===== src/rtl/multiple_transfer_sequencer.sv =====
// Sequences Thumb LDM/STM/PUSH/POP into one register transfer per cycle,
// followed by a single base-register writeback cycle.
module multiple_transfer_sequencer #(
   parameter int unsigned OFFSET_W = 7,
   parameter logic [3:0]  SP_INDEX = 4'd13
) (
   input  logic                clk,
   input  logic                rst_n,
   input  logic [31:0]         instruction_from_mem,
   input  logic                is32_from_stage1,
   input  logic                multiple_stable_odd,
   input  logic                issue_valid,
   input  logic                mem_ready,
   output logic                busy,
   output logic                stall_fetch,
   output logic                xfer_valid,
   output logic [3:0]          xfer_reg,
   output logic                xfer_is_load,
   output logic [3:0]          xfer_base_reg,
   output logic [OFFSET_W-1:0] xfer_offset,
   output logic                wb_valid,
   output logic [OFFSET_W-1:0] wb_offset,
   output logic                pc_loaded,
   output logic                done
);

   typedef enum logic [1:0] {S_IDLE, S_XFER, S_WB} state_t;

   state_t              state_q, state_d;
   logic [8:0]          list_q, list_d;
   logic [3:0]          hi_reg_q, hi_reg_d;
   logic                wb_en_q, wb_en_d;
   logic [OFFSET_W-1:0] wb_off_q, wb_off_d;
   logic                pc_q, pc_d;
   logic                busy_q, busy_d;
   logic                xfer_valid_q, xfer_valid_d;
   logic [3:0]          xfer_reg_q, xfer_reg_d;
   logic                xfer_is_load_q, xfer_is_load_d;
   logic [3:0]          xfer_base_reg_q, xfer_base_reg_d;
   logic [OFFSET_W-1:0] xfer_offset_q, xfer_offset_d;
   logic                wb_valid_q, wb_valid_d;
   logic [OFFSET_W-1:0] wb_offset_q, wb_offset_d;
   logic                pc_loaded_q, pc_loaded_d;
   logic                done_q, done_d;

   // Index of the lowest set bit in a 9-bit register list.
   function automatic logic [3:0] low_idx(input logic [8:0] v);
      low_idx = 4'd0;
      for (int b = 8; b >= 0; b--) begin
         if (v[b]) low_idx = 4'(b);
      end
   endfunction

   // List bit 8 stands for R14 (PUSH) or R15 (POP).
   function automatic logic [3:0] reg_of(input logic [3:0] idx, input logic [3:0] hi);
      reg_of = (idx == 4'd8) ? hi : idx;
   endfunction

   logic [15:0]         hw_c;
   logic [7:0]          list8_c;
   logic                pushpop_c, load_c, push_c, start_c, rn_in_list_c;
   logic [8:0]          list_c, rem_c;
   logic [3:0]          base_c, n_c, hi_c;
   logic [OFFSET_W-1:0] four_n_c, neg_four_n_c;
   logic                unused_c;

   assign hw_c         = instruction_from_mem[31:16];
   assign unused_c     = ^instruction_from_mem[15:0];
   assign list8_c      = hw_c[7:0];
   assign pushpop_c    = (hw_c[15:12] == 4'b1011) && (hw_c[10:9] == 2'b10);
   assign load_c       = hw_c[11];
   assign push_c       = pushpop_c & ~load_c;
   assign list_c       = {pushpop_c & hw_c[8], list8_c};
   assign base_c       = pushpop_c ? SP_INDEX : {1'b0, hw_c[10:8]};
   assign hi_c         = load_c ? 4'd15 : 4'd14;
   assign rn_in_list_c = ~pushpop_c & list8_c[hw_c[10:8]];
   assign four_n_c     = OFFSET_W'({n_c, 2'b00});
   assign neg_four_n_c = OFFSET_W'(0) - four_n_c;
   assign rem_c        = list_q & (list_q - 9'd1);
   assign start_c      = (state_q == S_IDLE) & issue_valid & multiple_stable_odd
                         & ~is32_from_stage1;

   always_comb begin
      n_c = 4'd0;
      for (int b = 0; b < 9; b++) n_c = n_c + 4'(list_c[b]);
   end

   // Next-state and registered-output logic.
   always_comb begin
      state_d         = state_q;
      list_d          = list_q;
      hi_reg_d        = hi_reg_q;
      wb_en_d         = wb_en_q;
      wb_off_d        = wb_off_q;
      pc_d            = pc_q;
      busy_d          = busy_q;
      xfer_valid_d    = xfer_valid_q;
      xfer_reg_d      = xfer_reg_q;
      xfer_is_load_d  = xfer_is_load_q;
      xfer_base_reg_d = xfer_base_reg_q;
      xfer_offset_d   = xfer_offset_q;
      wb_valid_d      = wb_valid_q;
      wb_offset_d     = wb_offset_q;
      pc_loaded_d     = pc_loaded_q;
      done_d          = done_q;
      unique case (state_q)
         S_IDLE: begin
            if (start_c) begin
               list_d   = list_c;
               hi_reg_d = hi_c;
               wb_en_d  = (n_c != 4'd0) & ~(load_c & rn_in_list_c);
               wb_off_d = push_c ? neg_four_n_c : four_n_c;
               pc_d     = pushpop_c & load_c & hw_c[8];
               busy_d   = 1'b1;
               if (n_c != 4'd0) begin
                  state_d         = S_XFER;
                  xfer_valid_d    = 1'b1;
                  xfer_reg_d      = reg_of(low_idx(list_c), hi_c);
                  xfer_is_load_d  = load_c;
                  xfer_base_reg_d = base_c;
                  xfer_offset_d   = push_c ? neg_four_n_c : OFFSET_W'(0);
               end else begin
                  // Empty list: straight to a writeback cycle that writes nothing.
                  state_d     = S_WB;
                  wb_valid_d  = 1'b0;
                  wb_offset_d = OFFSET_W'(0);
                  pc_loaded_d = 1'b0;
                  done_d      = 1'b1;
               end
            end
         end
         S_XFER: begin
            if (xfer_valid_q && mem_ready) begin
               list_d = rem_c;
               if (rem_c != 9'd0) begin
                  xfer_reg_d    = reg_of(low_idx(rem_c), hi_reg_q);
                  xfer_offset_d = xfer_offset_q + OFFSET_W'(4);
               end else begin
                  state_d         = S_WB;
                  xfer_valid_d    = 1'b0;
                  xfer_reg_d      = 4'd0;
                  xfer_is_load_d  = 1'b0;
                  xfer_base_reg_d = 4'd0;
                  xfer_offset_d   = OFFSET_W'(0);
                  wb_valid_d      = wb_en_q;
                  wb_offset_d     = wb_off_q;
                  pc_loaded_d     = pc_q;
                  done_d          = 1'b1;
               end
            end
         end
         S_WB: begin
            state_d     = S_IDLE;
            list_d      = 9'd0;
            busy_d      = 1'b0;
            wb_valid_d  = 1'b0;
            wb_offset_d = OFFSET_W'(0);
            pc_loaded_d = 1'b0;
            done_d      = 1'b0;
         end
         default: state_d = S_IDLE;
      endcase
   end

   always_ff @(posedge clk or negedge rst_n) begin
      if (!rst_n) begin
         state_q         <= S_IDLE;
         list_q          <= 9'd0;
         hi_reg_q        <= 4'd0;
         wb_en_q         <= 1'b0;
         wb_off_q        <= OFFSET_W'(0);
         pc_q            <= 1'b0;
         busy_q          <= 1'b0;
         xfer_valid_q    <= 1'b0;
         xfer_reg_q      <= 4'd0;
         xfer_is_load_q  <= 1'b0;
         xfer_base_reg_q <= 4'd0;
         xfer_offset_q   <= OFFSET_W'(0);
         wb_valid_q      <= 1'b0;
         wb_offset_q     <= OFFSET_W'(0);
         pc_loaded_q     <= 1'b0;
         done_q          <= 1'b0;
      end else begin
         state_q         <= state_d;
         list_q          <= list_d;
         hi_reg_q        <= hi_reg_d;
         wb_en_q         <= wb_en_d;
         wb_off_q        <= wb_off_d;
         pc_q            <= pc_d;
         busy_q          <= busy_d;
         xfer_valid_q    <= xfer_valid_d;
         xfer_reg_q      <= xfer_reg_d;
         xfer_is_load_q  <= xfer_is_load_d;
         xfer_base_reg_q <= xfer_base_reg_d;
         xfer_offset_q   <= xfer_offset_d;
         wb_valid_q      <= wb_valid_d;
         wb_offset_q     <= wb_offset_d;
         pc_loaded_q     <= pc_loaded_d;
         done_q          <= done_d;
      end
   end

   assign busy          = busy_q;
   assign stall_fetch   = start_c | busy_q;
   assign xfer_valid    = xfer_valid_q;
   assign xfer_reg      = xfer_reg_q;
   assign xfer_is_load  = xfer_is_load_q;
   assign xfer_base_reg = xfer_base_reg_q;
   assign xfer_offset   = xfer_offset_q;
   assign wb_valid      = wb_valid_q;
   assign wb_offset     = wb_offset_q;
   assign pc_loaded     = pc_loaded_q;
   assign done          = done_q;

endmodule

===== config.mk =====
export PLATFORM = sky130hd
export DESIGN_NAME = multiple_transfer_sequencer
export DESIGN_NICKNAME = d
export VERILOG_FILES = /design/src/rtl/multiple_transfer_sequencer.sv
export SDC_FILE = /design/constraint.sdc
export NUM_CORES = 1
export LEC_CHECK = 0
export BUFFER_PORTS_ARGS = -buffer_cell sky130_fd_sc_hd__buf_2
export CELL_PAD_IN_SITES_DETAIL_PLACEMENT = 1
export CELL_PAD_IN_SITES_GLOBAL_PLACEMENT = 1
export CORE_ASPECT_RATIO = 0.7
export CORE_MARGIN = 5
export CORE_UTILIZATION = 37
export CTS_BUF_LIST = sky130_fd_sc_hd__clkbuf_8
export CTS_CLUSTER_DIAMETER = 50
export DETAILED_ROUTE_END_ITERATION = 16
export PLACE_DENSITY = 0.76
export SYNTH_ARGS = -nofsm -noshare
export SYNTH_HDL_FRONTEND = slang
export SYNTH_SLANG_ARGS = --single-unit

===== constraint.sdc =====
create_clock -name clk -period 4.1 [get_ports clk]
set_clock_uncertainty 0.05 [all_clocks]
set_input_delay 0.41 -clock clk [delete_from_list [all_inputs] [get_ports clk]]
set_output_delay 0.41 -clock clk [all_outputs]
set_load 0.01 [all_outputs]

==> results.yml <==
layout:
  number_of_flip_flops_in_the_largest_register: 9
  final_core_util_pct: 49.0
  area.sequential_mm2: 0.00110
  n_antenna_cell: 0
  num-nets-final: 420
  regMostFlops: "list_q"
  area.growth.synth_to_final_pct: 28.8
  footprint_of_the_multi_input_gates_mm2: 0.00164
  filler_cell_count: 869
  final_layout_size_suffix_gt1_share_pct: 31.1
power_and_ir_drop:
  p_leak_nw: 1.67
  power_density_mw_per_mm2: 705
  total_chip_power_mw: 2.53
  maximum_ir_drop_on_the_vdd_rail_mv: 0.248
place:
  dpl.hpwl_um: 6460
  routabilityCongestion: 0.881
  placement.io_buffers: 46
detailed_routing:
  detail_route.drc_violations: 0
  routed_wirelength_um: 8960
  drt_pre_antenna_iters: 4
  routed-wl-met3_um: 579
  routed_via_density: 5.55
  wl_per_cell_um: 19.1
  antenna_left: 0
  wirelength_met1_um: 4270
  num_vias: 2597
  highest_layer: "met4"
  dr.first_iter.drc_count: 133
  met2_length_um: 4000
clock_network:
  cts.hold.buffers_added: 0
  clock_latency_ns: 0.31
  clock_tree.htree_level_count: 2
  clock_sinks: 44
  cts-buffers-inserted: 5
  cts_tree: "done"
  ctsLongestPathBuffers: 2
  clk_pin_slew_worst_setup_hold_paths_ns: 0.08
  cts-root-buf: "sky130_fd_sc_hd__clkbuf_8"
yosys:
  synth_enable_flop_cells: 0
  synth_most_common_cell: "sky130_fd_sc_hd__dfrtp_1"
  netlist_area_mm2: 0.00279
  ys_seq_elements: 44
  synthCells: 299
  yosys-top-cells-area: "sky130_fd_sc_hd__dfrtp_1, sky130_fd_sc_hd__nand2_1, sky130_fd_sc_hd__mux2i_1, sky130_fd_sc_hd__o21ai_0, sky130_fd_sc_hd__inv_1"
  synth.top_cells.by_count: "sky130_fd_sc_hd__dfrtp_1, sky130_fd_sc_hd__nand2_1, sky130_fd_sc_hd__inv_1"
  synth_top_cell_area_share_pct: 39.5
  synth.avg_cell_area_um2: 9.32
  synthFlopType: "sky130_fd_sc_hd__dfrtp_1"
  ys.warnings.count: 0
  yosysSeqAreaShare_pct: 39.5
  synth.distinct_cells: 55
  netlist.top_cell.by_area: "sky130_fd_sc_hd__dfrtp_1"
  synth-async-reset-ratio_pct: 100
timing:
  maxClockFrequency_ghz: 0.237
  tightest_pin_transition_ns: 1.03
  relative_max_transition_margin_pct: 31.2
  setup_tns_ns: -1.78
  finalWorstSetupSlack_ns: -0.118
  rsz0062_at_grt: "true"
  min_period_over_period_pct: 103
  hold_viol_final: 0
  finalWorstPathRequiredPeriod_ns: 4.22
  report.final.setup_viol: 22
  slew_violations: 0
worst_setup_path:
  cp.arrival_ns: 4.35
  required_ns: 4.24
  critPathCaptureType: "flop"
  crit_path_max_fanout: 7
  criticalPathCategory: "input pin to flop"
  critical_path.startpoint_type: "input pin"
  r2r_cells: 7
status:
  outcome: "finished, violations left"
  violations: "negative setup slack"
die:
  rows: 26
  top_level_pins: 67
  fp.dieH_um: 82.6
  fp.dieArea_mm2: 0.00940
  placeableCoreArea_mm2: 0.00732
  floorplan.initialDensity_pct: 38.1
  die-width_um: 114
global_routing:
  grt_start_max_net_pins: 45
  number_of_global_route_vias_before_repair: 2719
  initial_antenna_violation_count: 0
  grt_use_total_pct: 19.8
  grt_overflow: 0
  grt_pass1_wl_um: 14500
worst_hold_path:
  worstHoldPathType: "input pin to async pin"
job:
  cap_viol_max_count: 0
==> power breakdown <==
part | leakage (nW) | total (mW) | switching [mW] | internal [mW]
sequential | 0.567 | 0.752 | 0.168 | 0.584
clock | 0.0593 | 0.337 | 0.158 | 0.179
combinational | 1.05 | 1.44 | 0.804 | 0.638
==> per-stage QoR <==
step,instance area [um2],setup slack (ns),cells,hold WS (ns)
after global routing,3590,-0.320,468,0.319
after floorplan,2850,-0.253,302,0.0644
after global placement,3260,-0.388,451,0.416
after detailed placement,3260,-0.565,451,0.421
after CTS,3450,-0.0291,463,0.275
final,3590,-0.118,468,0.233
==> critical path: stages <==
cell	delay [ns]
sky130_fd_sc_hd__buf_8	0.10
sky130_fd_sc_hd__fa_1	0.54
sky130_fd_sc_hd__inv_2	0.04
sky130_fd_sc_hd__fa_1	0.46
sky130_fd_sc_hd__fa_1	0.53
sky130_fd_sc_hd__inv_2	0.05
sky130_fd_sc_hd__fa_2	0.36
sky130_fd_sc_hd__fa_1	0.57
sky130_fd_sc_hd__inv_2	0.07
sky130_fd_sc_hd__ha_4	0.16
sky130_fd_sc_hd__and3_4	0.17
sky130_fd_sc_hd__a22oi_2	0.23
sky130_fd_sc_hd__a31oi_4	0.19
sky130_fd_sc_hd__buf_6	0.18
sky130_fd_sc_hd__a221oi_1	0.22
sky130_fd_sc_hd__a21oi_1	0.06
==> final timing paths <==
check                                              start             end  slack, ns
worst min register to register                   wb_en_q         wb_en_q       0.44
max in group asynchronous                          rst_n       list_q[2]       3.14
min in group clk                instruction_from_mem[22]       list_q[6]       0.35
worst max-delay path            instruction_from_mem[19]  xfer_offset[2]      -0.12
worst max register to register                 list_q[1]            done       1.19
worst min-delay path                               rst_n  xfer_offset[4]       0.23
==> metal layers <==
layer / up-vias / global-route usage, %
met5: - / 0
met1: 1296 / 28.2
met4: 0 / 5.40
li1: 1205 / -
met2: 82 / 30.8
met3: 14 / 3.71
==> cell families (layout without fill, tap and decap cells) <==
family                     after synthesis  after routing  synth area share [%]
adders and majority gates               14             14                  7.54
other                                    1              4                 0.135
buffers and inverters                   46            114                  7.32
muxes                                   14             14                  5.97
AOI/OAI and AO/OA                       89             89                  21.5
and+or+nand+nor                         86             86                  16.4
DFF                                     44             44                  39.5
xor gates and xnor gates                 5              5                  1.57
==> placed cells by master (no fill, tap or decap), types with 5 or more instances in the layout <==
cell                       count
sky130_fd_sc_hd__a21oi_1      17
sky130_fd_sc_hd__dfrtp_1      44
sky130_fd_sc_hd__mux2i_1      11
sky130_fd_sc_hd__nor2_1       14
sky130_fd_sc_hd__clkbuf_8      5
sky130_fd_sc_hd__nand2b_1      5
sky130_fd_sc_hd__inv_1        27
sky130_fd_sc_hd__a31oi_1       5
sky130_fd_sc_hd__buf_4        26
sky130_fd_sc_hd__nand2_1      29
sky130_fd_sc_hd__a22o_1       11
sky130_fd_sc_hd__o22ai_1       5
sky130_fd_sc_hd__ha_1          7
sky130_fd_sc_hd__o31ai_1       5
sky130_fd_sc_hd__buf_2        44
sky130_fd_sc_hd__o21ai_0      21
==> repair_timing <==
item                                    in CTS  in global routing
hold endpoints to repair                     0                  0
endpoints found under the setup margin      23                 24
gates resized for setup                      9                 22
gates cloned                                 0                  1
buffers inserted                             4                  5
pin swaps                                    2                  9
==> area by class of cell <==
type                    count  area share, %
clock buffers               5           1.92
clock inverters             3           1.08
repair buffers             77           14.2
well taps                  98           3.42
inverters                  29           3.03
multi-input cells         212           45.7
flip-flops and latches     44           30.7
Power figures use the tool's default switching activity.
